**src/rtl/mdu_pkg.sv**
```systemverilog
// Shared definitions for the multiply/divide sequencer: operation and state
// encodings, default operand width and small op-decode helpers.
package mdu_pkg;

    localparam int MDU_WIDTH = 32;

    typedef enum logic [1:0] {
        MDU_MULT  = 2'b00,
        MDU_MULTU = 2'b01,
        MDU_DIV   = 2'b10,
        MDU_DIVU  = 2'b11
    } mdu_op_t;

    typedef enum logic [1:0] {
        S_IDLE = 2'b00,
        S_RUN  = 2'b01,
        S_FIX  = 2'b10
    } mdu_state_t;

    // Bit 1 selects divide, bit 0 selects the unsigned flavour.
    function automatic logic op_is_div(input logic [1:0] op);
        return op[1];
    endfunction

    function automatic logic op_is_signed(input logic [1:0] op);
        return ~op[0];
    endfunction

endpackage

```
**src/rtl/mdu_seq_if.sv**
```systemverilog
// Request/result bundle between the EX stage and the multiply/divide sequencer.
interface mdu_seq_if #(parameter int WIDTH = mdu_pkg::MDU_WIDTH);
    logic             start;
    logic [1:0]       op;
    logic [WIDTH-1:0] exa;
    logic [WIDTH-1:0] exb;
    logic             hiwe;
    logic             lowe;
    logic             busy;
    logic             done;
    logic [WIDTH-1:0] hi;
    logic [WIDTH-1:0] lo;

    modport master (
        output start, op, exa, exb, hiwe, lowe,
        input  busy, done, hi, lo
    );

    modport slave (
        input  start, op, exa, exb, hiwe, lowe,
        output busy, done, hi, lo
    );
endinterface

```
**src/rtl/mdu_step.sv**
```systemverilog
// One radix-2 iteration: right shift-add for multiply, left shift-subtract
// (restoring) for divide, on a double-width {hi, lo} accumulator.
module mdu_step
    import mdu_pkg::*;
#(
    parameter int WIDTH = MDU_WIDTH
) (
    input  logic [2*WIDTH-1:0] acc,
    input  logic [WIDTH-1:0]   operand,
    input  logic               is_div,
    output logic [2*WIDTH-1:0] acc_next
);

    logic [WIDTH:0] sum;
    logic [WIDTH:0] rem_shift;
    logic [WIDTH:0] diff;

    always_comb begin
        sum       = {1'b0, acc[2*WIDTH-1:WIDTH]} + (acc[0] ? {1'b0, operand} : {(WIDTH+1){1'b0}});
        rem_shift = acc[2*WIDTH-1:WIDTH-1];
        diff      = rem_shift - {1'b0, operand};
        if (is_div) begin
            // Borrow out means the trial subtraction failed: keep the shifted remainder.
            if (diff[WIDTH]) begin
                acc_next = {rem_shift[WIDTH-1:0], acc[WIDTH-2:0], 1'b0};
            end else begin
                acc_next = {diff[WIDTH-1:0], acc[WIDTH-2:0], 1'b1};
            end
        end else begin
            acc_next = {sum, acc[WIDTH-1:1]};
        end
    end

endmodule

```
**src/rtl/mdu_seq.sv**
```systemverilog
// Iterative MULT/MULTU/DIV/DIVU unit owning HI/LO; magnitudes are processed
// for WIDTH cycles, then signs are applied in a single fix-up cycle.
module mdu_seq
    import mdu_pkg::*;
#(
    parameter int WIDTH = MDU_WIDTH
) (
    input  logic       clk,
    input  logic       rst,
    mdu_seq_if.slave   bus
);

    localparam int CNT_W = $clog2(WIDTH);

    mdu_state_t         state;
    mdu_state_t         state_next;
    logic [CNT_W-1:0]   cnt;
    logic               op_div;
    logic               neg_q;
    logic               neg_r;
    logic               div_zero;
    logic [WIDTH-1:0]   a_raw;
    logic [WIDTH-1:0]   operand;
    logic [2*WIDTH-1:0] acc;
    logic [2*WIDTH-1:0] acc_next;
    logic [WIDTH-1:0]   hi;
    logic [WIDTH-1:0]   lo;
    logic               done;

    logic               div_op;
    logic               sign_a;
    logic               sign_b;
    logic [WIDTH-1:0]   abs_a;
    logic [WIDTH-1:0]   abs_b;
    logic [2*WIDTH-1:0] prod;
    logic [WIDTH-1:0]   quo;
    logic [WIDTH-1:0]   rem;
    logic [WIDTH-1:0]   res_hi;
    logic [WIDTH-1:0]   res_lo;

    function automatic logic [WIDTH-1:0] neg_w(input logic [WIDTH-1:0] x);
        return ~x + WIDTH'(1);
    endfunction

    function automatic logic [2*WIDTH-1:0] neg_2w(input logic [2*WIDTH-1:0] x);
        return ~x + (2*WIDTH)'(1);
    endfunction

    mdu_step #(.WIDTH(WIDTH)) u_step (
        .acc      (acc),
        .operand  (operand),
        .is_div   (op_div),
        .acc_next (acc_next)
    );

    // Operand conditioning at request time; the most negative value maps to itself,
    // which is the correct unsigned magnitude.
    always_comb begin
        div_op = op_is_div(bus.op);
        sign_a = op_is_signed(bus.op) & bus.exa[WIDTH-1];
        sign_b = op_is_signed(bus.op) & bus.exb[WIDTH-1];
        abs_a  = sign_a ? neg_w(bus.exa) : bus.exa;
        abs_b  = sign_b ? neg_w(bus.exb) : bus.exb;
    end

    always_comb begin
        prod = neg_q ? neg_2w(acc) : acc;
        quo  = neg_q ? neg_w(acc[WIDTH-1:0]) : acc[WIDTH-1:0];
        rem  = neg_r ? neg_w(acc[2*WIDTH-1:WIDTH]) : acc[2*WIDTH-1:WIDTH];
        if (!op_div) begin
            res_hi = prod[2*WIDTH-1:WIDTH];
            res_lo = prod[WIDTH-1:0];
        end else if (div_zero) begin
            res_hi = a_raw;
            res_lo = '1;
        end else begin
            res_hi = rem;
            res_lo = quo;
        end
    end

    always_ff @(posedge clk or posedge rst) begin
        if (rst) begin
            state <= S_IDLE;
        end else begin
            state <= state_next;
        end
    end

    always_comb begin
        state_next = state;
        case (state)
            S_IDLE:  if (bus.start) state_next = S_RUN;
            S_RUN:   if (cnt == '0) state_next = S_FIX;
            S_FIX:   state_next = S_IDLE;
            default: state_next = S_IDLE;
        endcase
    end

    always_comb begin
        bus.busy = (state != S_IDLE);
        bus.done = done;
        bus.hi   = hi;
        bus.lo   = lo;
    end

    always_ff @(posedge clk or posedge rst) begin
        if (rst) begin
            cnt      <= '0;
            op_div   <= 1'b0;
            neg_q    <= 1'b0;
            neg_r    <= 1'b0;
            div_zero <= 1'b0;
            a_raw    <= '0;
            operand  <= '0;
            acc      <= '0;
            hi       <= '0;
            lo       <= '0;
            done     <= 1'b0;
        end else begin
            done <= 1'b0;
            case (state)
                S_IDLE: begin
                    if (bus.start) begin
                        op_div   <= div_op;
                        neg_q    <= sign_a ^ sign_b;
                        neg_r    <= sign_a;
                        div_zero <= div_op && (bus.exb == '0);
                        a_raw    <= bus.exa;
                        cnt      <= CNT_W'(WIDTH-1);
                        // Divide shifts the dividend out of the low half; multiply shifts the multiplier.
                        if (div_op) begin
                            acc     <= {{WIDTH{1'b0}}, abs_a};
                            operand <= abs_b;
                        end else begin
                            acc     <= {{WIDTH{1'b0}}, abs_b};
                            operand <= abs_a;
                        end
                    end else begin
                        if (bus.hiwe) hi <= bus.exa;
                        if (bus.lowe) lo <= bus.exa;
                    end
                end
                S_RUN: begin
                    acc <= acc_next;
                    cnt <= cnt - CNT_W'(1);
                end
                S_FIX: begin
                    hi   <= res_hi;
                    lo   <= res_lo;
                    done <= 1'b1;
                end
                default: ;
            endcase
        end
    end

endmodule

```
**src/flat_wrapper.sv**
```systemverilog
// flat-port wrapper written by rule: the top's interface ports become plain ports
module mdu_seq_flat import mdu_pkg::*;
#(
    parameter int WIDTH = MDU_WIDTH
)
  (clk, rst, bus_start, bus_op, bus_exa, bus_exb, bus_hiwe, bus_lowe, bus_busy, bus_done, bus_hi, bus_lo);
  mdu_seq_if #(.WIDTH(WIDTH)) bus_i ();
  input  logic clk;
  input  logic rst;
  input wire logic [$bits(bus_i.start)-1:0] bus_start;
  input wire logic [$bits(bus_i.op)-1:0] bus_op;
  input wire logic [$bits(bus_i.exa)-1:0] bus_exa;
  input wire logic [$bits(bus_i.exb)-1:0] bus_exb;
  input wire logic [$bits(bus_i.hiwe)-1:0] bus_hiwe;
  input wire logic [$bits(bus_i.lowe)-1:0] bus_lowe;
  output wire logic [$bits(bus_i.busy)-1:0] bus_busy;
  output wire logic [$bits(bus_i.done)-1:0] bus_done;
  output wire logic [$bits(bus_i.hi)-1:0] bus_hi;
  output wire logic [$bits(bus_i.lo)-1:0] bus_lo;
  assign bus_i.start = bus_start;
  assign bus_i.op = bus_op;
  assign bus_i.exa = bus_exa;
  assign bus_i.exb = bus_exb;
  assign bus_i.hiwe = bus_hiwe;
  assign bus_i.lowe = bus_lowe;
  assign bus_busy = bus_i.busy;
  assign bus_done = bus_i.done;
  assign bus_hi = bus_i.hi;
  assign bus_lo = bus_i.lo;
  mdu_seq #(.WIDTH(WIDTH)) u_core (.clk(clk), .rst(rst), .bus(bus_i));
endmodule
```
**config.mk**
```make
export PLATFORM = sky130hd
export DESIGN_NAME = mdu_seq_flat
export DESIGN_NICKNAME = d
export VERILOG_FILES = /design/src/rtl/mdu_pkg.sv /design/src/rtl/mdu_seq_if.sv /design/src/rtl/mdu_step.sv /design/src/rtl/mdu_seq.sv /design/src/flat_wrapper.sv
export SDC_FILE = /design/constraint.sdc
export NUM_CORES = 1
export LEC_CHECK = 0
export CAP_MARGIN = 30
export CELL_PAD_IN_SITES_DETAIL_PLACEMENT = 0
export CELL_PAD_IN_SITES_GLOBAL_PLACEMENT = 1
export CORE_MARGIN = 10
export CORE_UTILIZATION = 25
export DETAILED_ROUTE_END_ITERATION = 8
export PLACE_DENSITY_LB_ADDON = 0.1
export SETUP_SLACK_MARGIN = 0.02
export SYNTH_ARGS = -nofsm -noshare
export SYNTH_HDL_FRONTEND = slang
export SYNTH_HIERARCHICAL = 1
export SYNTH_SLANG_ARGS = --single-unit
```
**constraint.sdc**
```tcl
create_clock -name clk -period 6.7 [get_ports clk]
set_input_delay 0.67 -clock clk [delete_from_list [all_inputs] [get_ports clk]]
set_output_delay 0.67 -clock clk [all_outputs]
set_load 0.05 [all_outputs]
```
==> results of run 1 <==
==> kinds of logic (layout without fill, tap and decap cells) <==
logic type | count (synthesis) | count (layout) | synth area share [%]
flip-flops | 204 | 204 | 29.2
multiplexers | 58 | 58 | 3.58
buffers and inverters | 241 | 309 | 5.39
XOR/XNOR | 173 | 173 | 8.81
adder cells (fa/ha/maj) | 72 | 72 | 5.24
AO/OA/AOI/OAI | 700 | 700 | 25.5
AND/OR/NAND/NOR | 839 | 839 | 22.3
==> state kept, by name (all words and copies together) (netlist names) <==
signal / flops
u_core/bus.done: 1
u_core/state: 2
u_core/neg_q: 1
u_core/op_div: 1
u_core/bus.lo: 32
u_core/cnt: 5
u_core/div_zero: 1
u_core/acc: 64
u_core/a_raw: 32
u_core/bus.hi: 32
u_core/neg_r: 1
u_core/operand: 32
==> layout make-up <==
cell class / instances / area [µm²] / share of cell area, %
multi-input cells: 1842 / 11500 / 55.2
clock buffers: 44 / 913 / 4.39
flip-flops and latches: 204 / 5110 / 24.5
well taps: 931 / 1160 / 5.59
inverters: 76 / 293 / 1.41
repair buffers: 180 / 1700 / 8.18
clock inverters: 9 / 149 / 0.715
==> worst max-delay path, cell delays in order (launching register included) <==
cell      delay (ns)
dfrtp_1         0.46
nor4_1          0.78
nand3_1         0.42
or4_1           0.90
nor3_4          0.55
a31oi_1         0.19
a311oi_1        0.33
o311ai_1        0.14
==> metrics by stage <==
| step | util (%) | power (mW) | instance area [µm²] | hold WS (ns) |
|---|---|---|---|---|
| after global routing | 30.2 | 13.9 | 20800 | 0.490 |
| after detailed placement | 28.7 | 11.1 | 19800 | 0.465 |
| after floorplan | - | 8.36 | 17500 | 0.440 |
| after CTS | 30.2 | 12.9 | 20800 | 0.480 |
| after global placement | 28.6 | 11.2 | 19700 | 0.462 |
| final | 30.2 | 12.9 | 20800 | 0.478 |
==> routing by layer <==
layer / wire [µm] / vias up / global-route usage [%]
li1: - / 8300 / -
met3: 3720 / 82 / 2.52
met4: 1840 / 0 / 4.48
met2: 40800 / 518 / 34.6
met1: 39900 / 8896 / 27.6
met5: 0 / - / 0
==> cells in the mapped netlist, types with 21 or more instances <==
library cell	number
a211oi_1	25
clkbuf_1	140
dfrtp_1	204
nor2b_1	21
inv_1	75
a21o_1	37
ha_1	70
o31ai_1	29
xnor2_1	96
nand3_1	31
nand2_1	376
a22oi_1	26
nor3_1	42
mux2_2	37
a21oi_1	163
nor2_1	165
o22ai_1	27
xor2_1	75
mux2i_1	21
o221ai_1	25
and3_1	21
o21ai_0	196
nor4_1	35
a31oi_1	49
and2_1	45
==> cell usage in the layout, fill, tap and decap left out, drive strengths merged, types with 25 or more instances in the layout <==
cell / netlist / routed
a211oi: 27 / 27
a21o: 37 / 37
a21oi: 166 / 166
a22oi: 26 / 26
a31oi: 50 / 50
and2: 45 / 45
buf: 23 / 45
clkbuf: 142 / 44
clkdlybuf4s50: 0 / 135
dfrtp: 204 / 204
ha: 70 / 70
inv: 75 / 75
mux2: 37 / 37
nand2: 376 / 376
nand3: 31 / 31
nor2: 165 / 165
nor3: 44 / 44
nor4: 36 / 36
o21ai: 200 / 200
o221ai: 25 / 25
o22ai: 27 / 27
o31ai: 29 / 29
xnor2: 97 / 97
xor2: 76 / 76
==> worst paths after layout <==
path,from,to,depth (start not counted)
min in group asynchronous,rst,u_core/cnt[0]$_DFFE_PP0P_,2
min reg2reg,u_core/cnt[4]$_DFFE_PP0P_,u_core/cnt[4]$_DFFE_PP0P_,1
max in group asynchronous,rst,u_core/op_div$_DFFE_PP0P_,3
max,u_core/acc[1]$_DFFE_PP0P_,u_core/bus.hi[23]$_DFFE_PP0P_,7
min,u_core/cnt[4]$_DFFE_PP0P_,u_core/cnt[4]$_DFFE_PP0P_,1
max reg2reg,u_core/acc[1]$_DFFE_PP0P_,u_core/bus.hi[23]$_DFFE_PP0P_,7
==> where the power goes <==
| group | internal (mW) | total [mW] | leakage, nW | switching, mW |
|---|---|---|---|---|
| clock network | 1.05 | 1.74 | 0.526 | 0.683 |
| registers | 1.85 | 2.96 | 2.47 | 1.11 |
| logic | 3.12 | 8.19 | 5.47 | 5.08 |
==> results.sh, run 1 <==
export IMPL_status="completed"
export IMPL_crit_arrival_ns=4.37
export IMPL_post_place_ws_ns=2.79
export IMPL_worst_slew_pin_slew_ns=1.10
export IMPL_die_x_um=285
export IMPL_rows=96
export IMPL_regToRegSetupSlack_ns=2.79
export IMPL_ys_warn_count=6
export IMPL_cts_resized_gates=0
export IMPL_power_leakage_nw=8.46
export IMPL_initial_core_util_pct=25.4
export IMPL_power_density_mw_per_mm2=619
export IMPL_drc_errors=0
export IMPL_grtUsageTotal_pct=20.5
export IMPL_antenna_cells=0
export IMPL_maxCapViolCount=0
export IMPL_netlist_top_cells_area="dfrtp_1, nand2_1, o21ai_0"
export IMPL_cts_tree="yes"
export IMPL_finalCritPeriodShare_pct=58.3
export IMPL_setup_viol=0
export IMPL_ys_seq_area_share_pct=29.2
export IMPL_ys_types=88
export IMPL_synth_async_reset_ratio_pct=100
export IMPL_ys_ff_latch=204
export IMPL_dp_cells=3233
export IMPL_critPathKind="reg -> reg"
export IMPL_gp_congestion=0.875
export IMPL_nets=2477
export IMPL_synth_nets=2430
export IMPL_slew_viol_final=0
export IMPL_die_area_mm2=0.0809
export IMPL_cp_end_kind="register"
export IMPL_yosys_area_top_type_share_pct=29.2
export IMPL_vias=17800
export IMPL_cts_buffers=30
export IMPL_drt_pass1_iter_count=5
export IMPL_grt_pass1_wl_um=126000
export IMPL_syn_area_per_cell_um2=7.65
export IMPL_path_max_fanout=7
export IMPL_antenna_found_initial=4
export IMPL_synth_edf_count=0
export IMPL_drive_above_1_share_pct=7.26
export IMPL_worstPathRequired_ns=7.16
export IMPL_cts_hold_buf=0
export IMPL_clk_pin_slew_ns=0.06
export IMPL_area_growth_pct=19.0
export IMPL_fmax_mhz=256
export IMPL_finalHoldViolCount=0
export IMPL_hp_class="reg -> reg"
export IMPL_worst_setup_path_start_kind="register"
export IMPL_cts_root_buf="clkbuf_16"
export IMPL_h_tree_depth=1
export IMPL_clk_latency_ns=0.61
export IMPL_post_dp_hpwl_um=64200
export IMPL_finalClockSkew_ns=0.0128
export IMPL_setup_tns_ns=0
export IMPL_vdd_ir_drop_max_mv=0.334
export IMPL_yosys_area_top_type="dfrtp_1"
export IMPL_grt_start_max_net_pins=104
export IMPL_wire_per_inst_um=26.3
export IMPL_period_needed_ns=3.91
export IMPL_layout_cells_non_filler=3286
export IMPL_vias_per_cell=5.42
export IMPL_wl_um=86300
export IMPL_fillers=7458
export IMPL_syn_inst=2287
export IMPL_rsz0062_at_grt="no"
export IMPL_final_antenna_net_count=0
export IMPL_drt_iter0_markers=1618
export IMPL_post_cts_buffers=0
export IMPL_io_buffer_count=136
export IMPL_overflow=0
export IMPL_clk_path_buf_depth=3
export IMPL_synthFlopType="dfrtp_1"
export IMPL_coreArea_mm2=0.0689
export IMPL_syn_area_mm2=0.0175
export IMPL_grt_pass1_vias=17700
export IMPL_cts_sink_count=204
export IMPL_timing_slew_headroom_pct=26.0
export IMPL_die_h_um=285
export IMPL_ios=137
export IMPL_setup_ws_ns=2.79
No activity file was read; power rests on OpenSTA's default activity.
==> run 2, diff against run 1 <==
Clock period 6.7 ns to 3.52 ns, I/O delays scaled along.
==> run 2 against run 1 <==
  * Flip-flop and latch count unchanged
  * Sequential power rose by 65%
  * Worst setup slack got worse by 2.7 ns
  * Die area is the same
  * Final cell count up 5.5%
  * Final area increased by 7.2%
  * Core utilization grew 2.2 points
==> results.sh, run 2 (synthesis results as in run 1) <==
export IMPL_worst_slew_pin_slew_ns=0.982
export IMPL_path_max_fanout=8
export IMPL_worstPathRequired_ns=4.01
export IMPL_finalHoldViolCount=0
export IMPL_cts_root_buf="clkbuf_16"
export IMPL_ios=137
export IMPL_timing_slew_headroom_pct=34.5
export IMPL_coreArea_mm2=0.0689
export IMPL_power_density_mw_per_mm2=1150
export IMPL_status="completed"
export IMPL_drc_errors=0
export IMPL_die_h_um=285
export IMPL_power_leakage_nw=9.36
export IMPL_worst_setup_path_start_kind="register"
export IMPL_grt_pass1_vias=18400
export IMPL_final_common_cell="nand2_1"
export IMPL_grt_start_max_net_pins=65
export IMPL_finalCritPeriodShare_pct=96.9
export IMPL_cp_cell_sequence="buf_4 > inv_1 > ha_1 > or3b_2 > nor4_1 > buf_4 > nand3_1 > nor2_2 > a21oi_1 > o41ai_1"
export IMPL_cts_hold_buf=0
export IMPL_antenna_found_initial=2
export IMPL_setup_viol=0
export IMPL_fmax_mhz=293
export IMPL_gp_congestion=0.866
export IMPL_post_dp_hpwl_um=68400
export IMPL_wl_um=88100
export IMPL_crit_arrival_ns=3.90
export IMPL_slowest_stage="or3b_2"
export IMPL_io_buffer_count=136
export IMPL_vias_per_cell=5.30
export IMPL_die_area_mm2=0.0809
export IMPL_drt_iter0_markers=1420
export IMPL_grt_pass1_wl_um=128000
export IMPL_final_antenna_net_count=0
export IMPL_setup_tns_ns=0
export IMPL_slew_viol_final=0
export IMPL_crit_top_cell="buf_4"
export IMPL_cp_slowest_stage_delay_ns=0.59
export IMPL_critPathKind="reg -> reg"
export IMPL_layout_cells_non_filler=3467
export IMPL_hp_class="in -> async"
export IMPL_overflow=0
export IMPL_power_mw=25.8
export IMPL_rows=96
export IMPL_cts_tree="yes"
export IMPL_regToRegSetupSlack_ns=0.11
export IMPL_largest_register="u_core/acc"
export IMPL_die_x_um=285
export IMPL_post_place_ws_ns=-0.0818
export IMPL_cts_sink_count=204
export IMPL_period_needed_ns=3.41
export IMPL_dp_cells=3407
export IMPL_rsz0062_at_grt="no"
export IMPL_area_growth_pct=27.6
export IMPL_cp_end_kind="register"
export IMPL_largest_register_ffs=64
export IMPL_finalClockSkew_ns=0.0125
export IMPL_drive_above_1_share_pct=14.7
export IMPL_wire_per_inst_um=25.4
export IMPL_clk_pin_slew_ns=0.06
export IMPL_nets=2657
export IMPL_h_tree_depth=1
export IMPL_grtUsageTotal_pct=20.9
export IMPL_drt_pass1_iter_count=5
export IMPL_maxCapViolCount=0
export IMPL_initial_core_util_pct=25.4
export IMPL_clk_path_buf_depth=3
export IMPL_setup_ws_ns=0.107
export IMPL_clk_latency_ns=0.60
export IMPL_vias=18400
export IMPL_vdd_ir_drop_max_mv=0.645
export IMPL_cts_buffers=29
export IMPL_layout_common_cells="nand2_1, buf_4, dfrtp_1"
-- run 2: worst max-delay path: cells and delay by family, from the launching register on --
family                     cells  cell delay, ns
and+or+nand+nor                4            1.62
buffers and inverters          3            0.54
DFF                            1            0.40
AOI/OAI and AO/OA              2            0.49
adders and majority gates      1            0.25
-- run 2: timing repair --
item	CTS	global route
pin swaps	1	6
setup buffers	1	6
gates cloned	0	0
setup endpoints to repair	15	41
resized for setup	3	31
-- run 2: metal layers --
metal	vias to the layer above	global-route usage [%]	wire (µm)
met1	9132	27.7	39300
met2	518	35.5	42400
met5	-	0	0
met3	79	3.15	4660
met4	0	4.31	1790
li1	8652	-	-
-- run 2: worst paths after layout --
check | cells past startpoint | endpoint | startpoint
worst max register to register | 10 | u_core/bus.hi[30]$_DFFE_PP0P_ | u_core/acc[32]$_DFFE_PP0P_
worst min-delay path | 2 | u_core/acc[14]$_DFFE_PP0P_ | rst
worst min register to register | 2 | u_core/a_raw[4]$_DFFE_PP0P_ | u_core/a_raw[4]$_DFFE_PP0P_
worst max-delay path | 10 | u_core/bus.hi[30]$_DFFE_PP0P_ | u_core/acc[32]$_DFFE_PP0P_
min in group clk | 4 | u_core/operand[30]$_DFFE_PP0P_ | bus_op[1]
max in group asynchronous | 4 | u_core/bus.hi[28]$_DFFE_PP0P_ | rst
-- run 2: layout make-up --
class,count,area (µm²)
fillers,7521,46600
multi-input cells,1842,11600
flip-flops and latches,204,5110
well taps,931,1160
clock buffers,37,796
diodes,1,2.50
clock inverters,15,181
inverters,76,289
repair buffers,361,3170
-- run 2: per-stage QoR --
step                hold WS, ns  util, %  instance area, µm²
global route              0.244     32.4               22300
CTS                       0.206     32.1               22100
global placement          0.459     30.7               21100
detailed placement        0.462     30.7               21100
finish                    0.208     32.4               22300
floorplan                 0.440        -               17500
-- run 2: power by group --
part	switching [mW]	internal (mW)	total (mW)
Combinational	10.7	7.08	17.8
Clock	1.30	1.82	3.12
Sequential	1.35	3.54	4.89
==> run 3, diff against run 2 <==
Settings changed: CTS_CLUSTER_DIAMETER set to 100.
==> run 3 against run 2 <==
  * Critical path depth unchanged
  * Non-clock buffer count unchanged
  * Highest routed layer unchanged
  * Sequential power about the same
  * Sequential share of layout area about the same
  * Register-to-register slack improved by 0.06 ns
  * First-iteration DRC count increased by 6.9%
  * Clock skew increased by 0.0047 ns
==> results.sh, run 3 (synthesis results as in run 1) <==
export IMPL_status="completed"
export IMPL_slew_viol_final=0
export IMPL_ios=137
export IMPL_fmax_mhz=298
export IMPL_setup_viol=0
export IMPL_power_density_mw_per_mm2=1160
export IMPL_netSwitchingFraction_pct=51.6
export IMPL_maxCapViolCount=0
export IMPL_gp_congestion=0.866
export IMPL_vdd_ir_drop_max_mv=0.636
export IMPL_drc_errors=0
export IMPL_wl_um=88200
export IMPL_worst_setup_path_start_kind="register"
export IMPL_die_x_um=285
export IMPL_vias_per_cell=5.27
export IMPL_post_dp_hpwl_um=68400
export IMPL_antenna_found_initial=2
export IMPL_final_antenna_net_count=0
export IMPL_drt_pass1_iter_count=5
export IMPL_dp_cells=3407
export IMPL_timing_slew_headroom_pct=34.4
export IMPL_grtUsageTotal_pct=20.9
export IMPL_h_tree_depth=1
export IMPL_cts_sink_count=204
export IMPL_utilization_pct=32.4
export IMPL_fillers=7515
export IMPL_cts_buffers=29
export IMPL_worstPathRequired_ns=4.01
export IMPL_finalCritPeriodShare_pct=95.4
export IMPL_period_needed_ns=3.36
export IMPL_critPathKind="reg -> reg"
export IMPL_clk_latency_ns=0.60
export IMPL_r2r_cells=10
export IMPL_vias=18300
export IMPL_cts_root_buf="clkbuf_16"
export IMPL_hp_class="in -> async"
export IMPL_worstReg2RegEnd="u_core/bus.hi[30]$_DFFE_PP0P_"
export IMPL_largest_register="u_core/acc"
export IMPL_regToRegSetupSlack_ns=0.16
export IMPL_power_frac_comb_pct=68.7
export IMPL_drt_iter0_markers=1518
export IMPL_grt_pass1_vias=18400
export IMPL_clk_path_buf_depth=3
export IMPL_clk_pin_slew_ns=0.06
export IMPL_rows=96
export IMPL_worst_slew_pin_slew_ns=0.984
export IMPL_power_leakage_nw=9.37
export IMPL_setup_tns_ns=0
export IMPL_finalClockSkew_ns=0.0172
export IMPL_drive_above_1_share_pct=14.7
export IMPL_cts_tree="yes"
export IMPL_final_common_cell="nand2_1"
export IMPL_hold_slack_ns=0.208
export IMPL_crit_path_start="u_core/acc[32]$_DFFE_PP0P_"
export IMPL_layout_common_cells="nand2_1, buf_4, dfrtp_1"
export IMPL_p_int_mw=12.5
export IMPL_path_max_fanout=8
export IMPL_grt_pass1_wl_um=128000
export IMPL_nets=2657
export IMPL_seqPwrFrac_pct=18.9
export IMPL_die_h_um=285
export IMPL_rsz0062_at_grt="no"
export IMPL_die_area_mm2=0.0809
export IMPL_power_mw=25.9
export IMPL_wire_per_inst_um=25.4
export IMPL_cp_end_kind="register"
export IMPL_finalHoldViolCount=0
export IMPL_grt_start_max_net_pins=65
export IMPL_largest_register_ffs=64
export IMPL_cts_hold_buf=0
export IMPL_io_buffer_count=136
export IMPL_area_growth_pct=27.8
export IMPL_initial_core_util_pct=25.4
export IMPL_r2r_start="u_core/acc[32]$_DFFE_PP0P_"
export IMPL_overflow=0
export IMPL_coreArea_mm2=0.0689
export IMPL_layout_cells_non_filler=3466
export IMPL_antenna_cells=0
export IMPL_p_sw_mw=13.4
export IMPL_crit_arrival_ns=3.84
export IMPL_clockPowerShare_pct=12.4
[run 3: worst max path at each step]
| stage | endpoint | slack [ns] | cells after the start |
|---|---|---|---|
| after floorplan | u_core/acc[58]$_DFFE_PP0P_ | 0.50 | 14 |
| after global placement | u_core/bus.hi[25]$_DFFE_PP0P_ | -0.09 | 8 |
| after detailed placement | u_core/bus.hi[25]$_DFFE_PP0P_ | -0.08 | 8 |
| after CTS | u_core/acc[53]$_DFFE_PP0P_ | 0.05 | 15 |
| after global routing | u_core/acc[58]$_DFFE_PP0P_ | 0.02 | 16 |
| final | u_core/bus.hi[30]$_DFFE_PP0P_ | 0.16 | 10 |
[run 3: layout make-up]
cell class / instances / area, µm² / area share (%)
well taps: 931 / 1160 / 5.21
flip-flops and latches: 204 / 5110 / 22.9
clock buffers: 38 / 810 / 3.62
multi-input cells: 1842 / 11600 / 51.9
clock inverters: 14 / 200 / 0.896
inverters: 76 / 289 / 1.29
repair buffers: 361 / 3170 / 14.2
[run 3: metal layers]
metal	routed length, µm	vias up	GRT usage, %
met5	0	-	0
met4	1770	0	4.34
met3	4370	74	3.09
met2	42500	467	35.5
met1	39600	9069	27.7
li1	-	8659	-
[run 3: critical path, stage by stage (launching register included)]
cell     delay (ns)
dfrtp_1        0.40
buf_4          0.19
inv_1          0.10
ha_1           0.25
or3b_2         0.58
nor4_1         0.46
buf_4          0.25
nand3_1        0.18
nor2_2         0.34
a21oi_1        0.12
o41ai_1        0.36
[run 3: what timing repair did]
action	CTS	global route
endpoints found under the setup margin	14	41
setup buffers	1	6
pin swaps	1	6
endpoints found under the hold margin	0	0
gates resized for setup	3	31
[run 3: stage by stage]
stage | cell area (µm²) | worst slack (ns)
floorplan | 17500 | 0.502
global placement | 21100 | -0.0942
detailed placement | 21100 | -0.0818
CTS | 22200 | 0.0517
global route | 22400 | 0.0208
finish | 22400 | 0.164
[run 3: power groups by stage]
| stage | logic [mW] | registers, mW | clock network (mW) |
|---|---|---|---|
| 5_1_grt | 19.4 | 5.05 | 3.37 |
| 3_5_place_dp | 17.4 | 4.93 | 0 |
| 2_1_floorplan | 10.3 | 5.61 | 0 |
| 6_report | 17.8 | 4.90 | 3.21 |
| 4_1_cts | 17.5 | 4.90 | 3.28 |
| 3_3_place_gp | 17.4 | 4.92 | 0 |
